## config.mk

```make
export PLATFORM = sky130hd
export DESIGN_NAME = injection_campaign_ctrl
export DESIGN_NICKNAME = d
export VERILOG_FILES = /design/src/rtl/inj_pkg.sv /design/src/rtl/inj_lfsr6.sv /design/src/rtl/injection_campaign_ctrl.sv
export SDC_FILE = /design/constraint.sdc
export NUM_CORES = 1
export LEC_CHECK = 0
export BUFFER_PORTS_ARGS = -buffer_cell sky130_fd_sc_hd__buf_2
export CAP_MARGIN = 40
export CORE_MARGIN = 2
export CORE_UTILIZATION = 45
export DETAILED_ROUTE_END_ITERATION = 12
export PLACE_DENSITY = 0.72
export SLEW_MARGIN = 20
export SYNTH_ARGS = -nofsm -noshare
export SYNTH_HDL_FRONTEND = slang
export SYNTH_SLANG_ARGS = --single-unit
```

## constraint.sdc

```tcl
create_clock -name clk -period 3.1 [get_ports clk]
set_input_delay 0.465 -clock clk [delete_from_list [all_inputs] [get_ports clk]]
set_output_delay 0.465 -clock clk [all_outputs]
set_load 0.005 [all_outputs]
```

## src/rtl/inj_pkg.sv

```systemverilog
// rtl/inj_pkg.sv - shared state encoding and constants for the fault-injection campaign controller
package inj_pkg;

   typedef enum logic [2:0] {
      IDLE,
      RST_DUT,
      RUN,
      CHECK,
      DONE
   } state_e;

   localparam logic [1:0] FAULT_NONE = 2'b00;
   localparam logic [1:0] FAULT_Y1   = 2'b01;
   localparam logic [1:0] FAULT_Y2   = 2'b10;
   localparam logic [1:0] FAULT_BOTH = 2'b11;

   // x^6 + x^5 + 1: feedback is q[5] ^ q[4]
   localparam logic [5:0] LFSR_TAPS = 6'b110000;

   localparam int RST_DUT_CYCLES = 2;

endpackage

```

## src/rtl/inj_lfsr6.sv

```systemverilog
// rtl/inj_lfsr6.sv - 6-bit Fibonacci LFSR with seed load and step enable
// Shifts toward the MSB; load has priority over step.
module inj_lfsr6
   import inj_pkg::*;
(
   input  logic       clk,
   input  logic       rstn,
   input  logic       load_i,
   input  logic [5:0] seed_i,
   input  logic       step_i,
   output logic [5:0] q_o
);

   logic [5:0] q_q;
   logic [5:0] q_d;

   always_comb begin
      q_d = q_q;
      if (load_i) begin
         q_d = seed_i;
      end else if (step_i) begin
         q_d = {q_q[4:0], ^(q_q & LFSR_TAPS)};
      end
   end

   always_ff @(posedge clk) begin
      if (!rstn) begin
         q_q <= '0;
      end else begin
         q_q <= q_d;
      end
   end

   assign q_o = q_q;

endmodule

```

## src/rtl/injection_campaign_ctrl.sv

```systemverilog
// rtl/injection_campaign_ctrl.sv - sequences fault-injection runs on a target/golden pair and counts detected runs
// INJ_LATENCY_EN adds detect_lat_o: cycles from fault strobe to first observed mismatch.
module injection_campaign_ctrl
   import inj_pkg::*;
#(
   parameter int         RUN_LEN   = 32,
   parameter int         RUNS_W    = 8,
   parameter logic [5:0] LFSR_SEED = 6'h2D
) (
   input  logic                       clk,
   input  logic                       rstn,
   input  logic                       start_i,
   input  logic [RUNS_W-1:0]          num_runs_i,
   input  logic [$clog2(RUN_LEN)-1:0] inject_cycle_i,
   input  logic [1:0]                 fault_sel_i,
   output logic                       dut_rstn_o,
   output logic [5:0]                 dut_in_o,
   output logic [1:0]                 fault_en_o,
   input  logic [1:0]                 dut_y_i,
   input  logic [1:0]                 gold_y_i,
   output logic                       busy_o,
   output logic                       done_o,
`ifdef INJ_LATENCY_EN
   output logic [$clog2(RUN_LEN):0]   detect_lat_o,
`endif
   output logic [RUNS_W-1:0]          detected_cnt_o
);

   localparam int CYC_W = $clog2(RUN_LEN);
   localparam int RST_W = $clog2(RST_DUT_CYCLES);

   state_e              state_q, state_d;
   logic [CYC_W-1:0]    cyc_q, cyc_d;
   logic [CYC_W-1:0]    inject_q, inject_d;
   logic [RUNS_W-1:0]   run_idx_q, run_idx_d;
   logic [RUNS_W-1:0]   num_runs_q, num_runs_d;
   logic [RUNS_W-1:0]   det_cnt_q, det_cnt_d;
   logic [1:0]          fsel_q, fsel_d;
   logic [RST_W-1:0]    rst_cnt_q, rst_cnt_d;
   logic                mism_q, mism_d;
   logic                cmp_vld_q;
   logic                lfsr_load;
   logic                lfsr_step;
   logic                mis_now;
   logic                strobe_hit;
   logic [5:0]          lfsr_q;

   inj_lfsr6 u_lfsr (
      .clk    (clk),
      .rstn   (rstn),
      .load_i (lfsr_load),
      .seed_i (LFSR_SEED),
      .step_i (lfsr_step),
      .q_o    (lfsr_q)
   );

   // Outputs lag the stimulus by one cycle, so the compare is qualified by a delayed RUN flag.
   assign mis_now = cmp_vld_q && (dut_y_i != gold_y_i);

   always_comb begin
      state_d    = state_q;
      cyc_d      = cyc_q;
      inject_d   = inject_q;
      run_idx_d  = run_idx_q;
      num_runs_d = num_runs_q;
      det_cnt_d  = det_cnt_q;
      fsel_d     = fsel_q;
      rst_cnt_d  = rst_cnt_q;
      mism_d     = mism_q | mis_now;
      lfsr_load  = 1'b0;
      lfsr_step  = 1'b0;

      unique case (state_q)
         IDLE: begin
            if (start_i) begin
               num_runs_d = num_runs_i;
               inject_d   = inject_cycle_i;
               fsel_d     = fault_sel_i;
               det_cnt_d  = '0;
               run_idx_d  = '0;
               rst_cnt_d  = '0;
               lfsr_load  = 1'b1;
               state_d    = (num_runs_i == '0) ? DONE : RST_DUT;
            end
         end
         RST_DUT: begin
            mism_d    = 1'b0;
            rst_cnt_d = rst_cnt_q + RST_W'(1);
            if (rst_cnt_q == RST_W'(RST_DUT_CYCLES - 1)) begin
               cyc_d   = '0;
               state_d = RUN;
            end
         end
         RUN: begin
            lfsr_step = 1'b1;
            cyc_d     = cyc_q + CYC_W'(1);
            if (cyc_q == CYC_W'(RUN_LEN - 1)) begin
               state_d = CHECK;
            end
         end
         CHECK: begin
            // The last RUN cycle's compare lands here, hence mis_now alongside the sticky flag.
            if ((mism_q || mis_now) && !(&det_cnt_q)) begin
               det_cnt_d = det_cnt_q + RUNS_W'(1);
            end
            if (run_idx_q == num_runs_q - RUNS_W'(1)) begin
               state_d = DONE;
            end else begin
               run_idx_d = run_idx_q + RUNS_W'(1);
               rst_cnt_d = '0;
               state_d   = RST_DUT;
            end
         end
         DONE: begin
            state_d = IDLE;
         end
         default: begin
            state_d = IDLE;
         end
      endcase
   end

   always_ff @(posedge clk) begin
      if (!rstn) begin
         state_q    <= IDLE;
         cyc_q      <= '0;
         inject_q   <= '0;
         run_idx_q  <= '0;
         num_runs_q <= '0;
         det_cnt_q  <= '0;
         fsel_q     <= FAULT_NONE;
         rst_cnt_q  <= '0;
         mism_q     <= 1'b0;
         cmp_vld_q  <= 1'b0;
      end else begin
         state_q    <= state_d;
         cyc_q      <= cyc_d;
         inject_q   <= inject_d;
         run_idx_q  <= run_idx_d;
         num_runs_q <= num_runs_d;
         det_cnt_q  <= det_cnt_d;
         fsel_q     <= fsel_d;
         rst_cnt_q  <= rst_cnt_d;
         mism_q     <= mism_d;
         cmp_vld_q  <= (state_q == RUN);
      end
   end

   assign strobe_hit     = (state_q == RUN) && (cyc_q == inject_q);
   assign fault_en_o[0]  = strobe_hit && ((fsel_q == FAULT_Y1) || (fsel_q == FAULT_BOTH));
   assign fault_en_o[1]  = strobe_hit && ((fsel_q == FAULT_Y2) || (fsel_q == FAULT_BOTH));
   assign dut_rstn_o     = (state_q == RUN);
   assign dut_in_o       = (state_q == RUN) ? lfsr_q : 6'h00;
   assign busy_o         = (state_q == RST_DUT) || (state_q == RUN) || (state_q == CHECK);
   assign done_o         = (state_q == DONE);
   assign detected_cnt_o = det_cnt_q;

`ifdef INJ_LATENCY_EN
   logic [CYC_W-1:0] cmp_cyc_q;
   logic [CYC_W:0]   lat_q, lat_d;

   // Only the first mismatch of a run is captured; an early mismatch (before the strobe) reports 0.
   always_comb begin
      lat_d = lat_q;
      if (mis_now && !mism_q) begin
         lat_d = (cmp_cyc_q >= inject_q) ? {1'b0, cmp_cyc_q - inject_q} : '0;
      end
   end

   always_ff @(posedge clk) begin
      if (!rstn) begin
         cmp_cyc_q <= '0;
         lat_q     <= '0;
      end else begin
         cmp_cyc_q <= cyc_q;
         lat_q     <= lat_d;
      end
   end

   assign detect_lat_o = lat_q;
`endif

endmodule
```

==> impl_metrics.yaml <==
run_status:
  status: "completed"
sta:
  worstMarginPinSlew_ns: 0.611
  fin_skew_ns: 0.00344
  final_max_slew_viol_count: 0
  slew_headroom: 0.591
  finalSetupTns_ns: 0
  fin_crit_sh: 0.868
  whs_ns: 0.414
  setup_viol: 0
  max_freq_ghz: 0.372
  layout_min_cycle_time_ns: 2.69
  hold_viol_final: 0
  rsz0062_at_grt: "false"
yosys:
  yosysTopAreaCell: "dfxtp_1"
  muxShareOfSynthArea: 0.00771
  synth_fp_nets: 342
  synth_seq_area_share: 0.370
  yosysUniqueCellTypes: 47
  synth_top_family_by_area: "simple AND/OR/NAND/NOR gates"
  synth_top_area_frac: 0.370
  ys_ff_latch: 48
  synth-xor-area-share: 0.0877
  ys.warnings.count: 0
  syn_area_sq_um: 2600
  async_reset_ff_frac: 0
  synthSimpleGateAreaFrac: 0.273
  synthFlopType: "dfxtp_1"
  synthAdderAreaFrac: 0.0241
  netlist_instances: 315
  syn_avg_cell_area_sq_um: 8.25
  synth-edff-count: 0
  synth_compound_area_frac: 0.192
  synth_area_leaders: "dfxtp_1 37%, nand2_1 8.7%, a21boi_0 4.6%"
pwr:
  p_int_mw: 1.03
  seq_power_share: 0.483
  p_switching_mw: 0.518
  switching_share: 0.335
  leakage_nw: 1.25
  pwr-share-clk: 0.243
  p_comb_frac: 0.274
  peakVddDrop_uv: 260
  powerDensity_nw_per_um2: 530
worst_setup_path:
  crit_slowest_cell: "dfxtp_1"
  path_delay_family: "simple AND/OR/NAND/NOR gates"
  criticalPathCategory: "register to output pin"
  worstPathRequired_ns: 2.63
  worstPathMaxFanout: 11
  worstSetupEndpointType: "output pin"
  worst_setup_path_start_kind: "register"
  crit_chain: "nor2_2, nand2_1, inv_1, nand4_1, nor3_1, and2_1, buf_2"
  path_buf_inv: 2
  slowest_delay_ns: 0.43
  arrival_ns: 2.23
layout:
  layout_common_cells: "60 x nand2_1, 48 x dfxtp_1, 40 x buf_2"
  mostFrequentLayoutCell: "nand2_1"
  fin_nets: 376
  finalInstanceArea_sq_um: 2920
  syn_to_final_growth_pct: 12.5
  antennaDiodeCount: 0
  layout-drive-gt1-share: 0.174
  nFillCells: 557
routing:
  vias: 2199
  drt-initial-drc-count: 84
  drt-pass1-iter-count: 4
  vias_per_cell: 5.21
  drc: 0
  antenna_left: 0
  wl_um: 5340
  wire_per_inst_um: 12.7
floorplanning:
  row_count: 27
  design.portCount: 41
  fp.dieH_um: 80.0
  initial_utilization: 0.469
  coreArea_sq_um: 5540
  die_w_um: 80.0
  dieArea_sq_um: 6400
cts:
  cts_tree: "yes"
  clkSinkCount: 48
  clk_path_buf_depth: 2
  cts-root-buf: "clkbuf_8"
  clk_pin_slew_ns: 0.08
  cts_resized: 0
  ctsHtreeMaxLevel: 2
  holdBufCountCts: 0
  cts_setup_buffers: 0
  numCtsBuffers: 5
  clock_latency_ns: 0.29
global_route:
  grt-ovfl-total: 0
  grt_pass1_wl_um: 9090
  grt_max_degree: 35
  first_global_vias: 2008
  antenna_found_initial: 0
  track_usage: 0.179
job:
  maxCapViolations: 0
placement:
  port_buffers: 40
  place_hpwl_um: 3950
  place_area_sq_um: 2830
  gp_congestion: 0.802
min_path:
  hold_class: "input pin to register"
==> power by group through the flow <==
stage                     Clock (mW)  Sequential [mW]  Combinational [mW]
after floorplan                    0            0.722               0.360
after global placement             0            0.757               0.419
after detailed placement           0            0.760               0.426
after CTS                      0.394            0.746               0.428
after global routing           0.420            0.758               0.479
final                          0.376            0.748               0.424
==> cell usage after synthesis, types with 4 or more instances <==
cell and number:
a21boi_0 16, a21oi_1 13, a31o_1 4, and2_1 8, and3_1 11, clkbuf_1 11
dfxtp_1 48, ha_1 5, inv_1 10, nand2_1 60, nand3_1 4, nand3b_1 4
nand4_1 7, nor2_1 25, nor2b_1 8, o21a_1 4, o21ai_0 10, xnor2_1 13
xor2_1 13
==> registers in the layout (all words and copies together) (netlist names) <==
signal,flops
inject_q,5
cyc_q,5
mism_q,1
fsel_q,2
num_runs_q,8
u_lfsr.q_o,6
detected_cnt_o,8
state_q,3
rst_cnt_q,1
run_idx_q,8
cmp_vld_q,1
==> path summary, 6_finish.rpt <==
path | start | endpoint | slack [ns] | cells past startpoint
setup / recovery | state_q[0] | fault_en_o[1] | 0.41 | 7
hold / removal | inject_cycle_i[0] | inject_q[0] | 0.41 | 3
setup reg to reg | num_runs_q[0] | run_idx_q[4] | 0.71 | 9
hold reg to reg | mism_q | mism_q | 0.46 | 2
==> per-stage QoR <==
stage / instances / utilization / setup WS [ns] / power, mW
6_report: 422 / 0.527 / 0.408 / 1.55
5_1_grt: 422 / 0.527 / 0.0782 / 1.66
4_1_cts: 422 / 0.527 / 0.255 / 1.57
3_5_place_dp: 414 / 0.511 / 0.607 / 1.19
3_3_place_gp: 414 / 0.511 / 0.575 / 1.18
2_1_floorplan: 315 / - / 0.896 / 1.08
==> worst register-to-register path, cell delays in order, from the launching register on <==
cell and delay, ns:
dfxtp_1 0.49, inv_1 0.08, ha_1 0.29, xnor2_1 0.18, o211ai_1 0.10, or3_4 0.35
a211oi_4 0.36, a21oi_4 0.15, a211oi_2 0.22, a31o_1 0.13
==> logic make-up (layout without fill, tap and decap cells) <==
group	count (synthesis)	after routing
flops	48	48
mux	2	2
xor+xnor	26	26
compound gates	67	67
buf+inv	26	61
fa+ha+maj	5	5
simple gates	141	141
==> metal layers <==
metal	global-route usage	part of all wire
met2	0.303	0.49
met5	0	0
met1	0.226	0.48
met4	0.0508	0.013
met3	0.0430	0.023
==> area by class of cell <==
cell class | instances | area, sq um | share of cell area
clock buffers | 8 | 90.1 | 0.0308
repair buffers | 43 | 223 | 0.0762
multi-input cells | 241 | 1520 | 0.520
inverters | 10 | 37.5 | 0.0128
flip-flops and latches | 48 | 961 | 0.329
well taps | 72 | 90.1 | 0.0308
(Power assumes the default switching activity.)
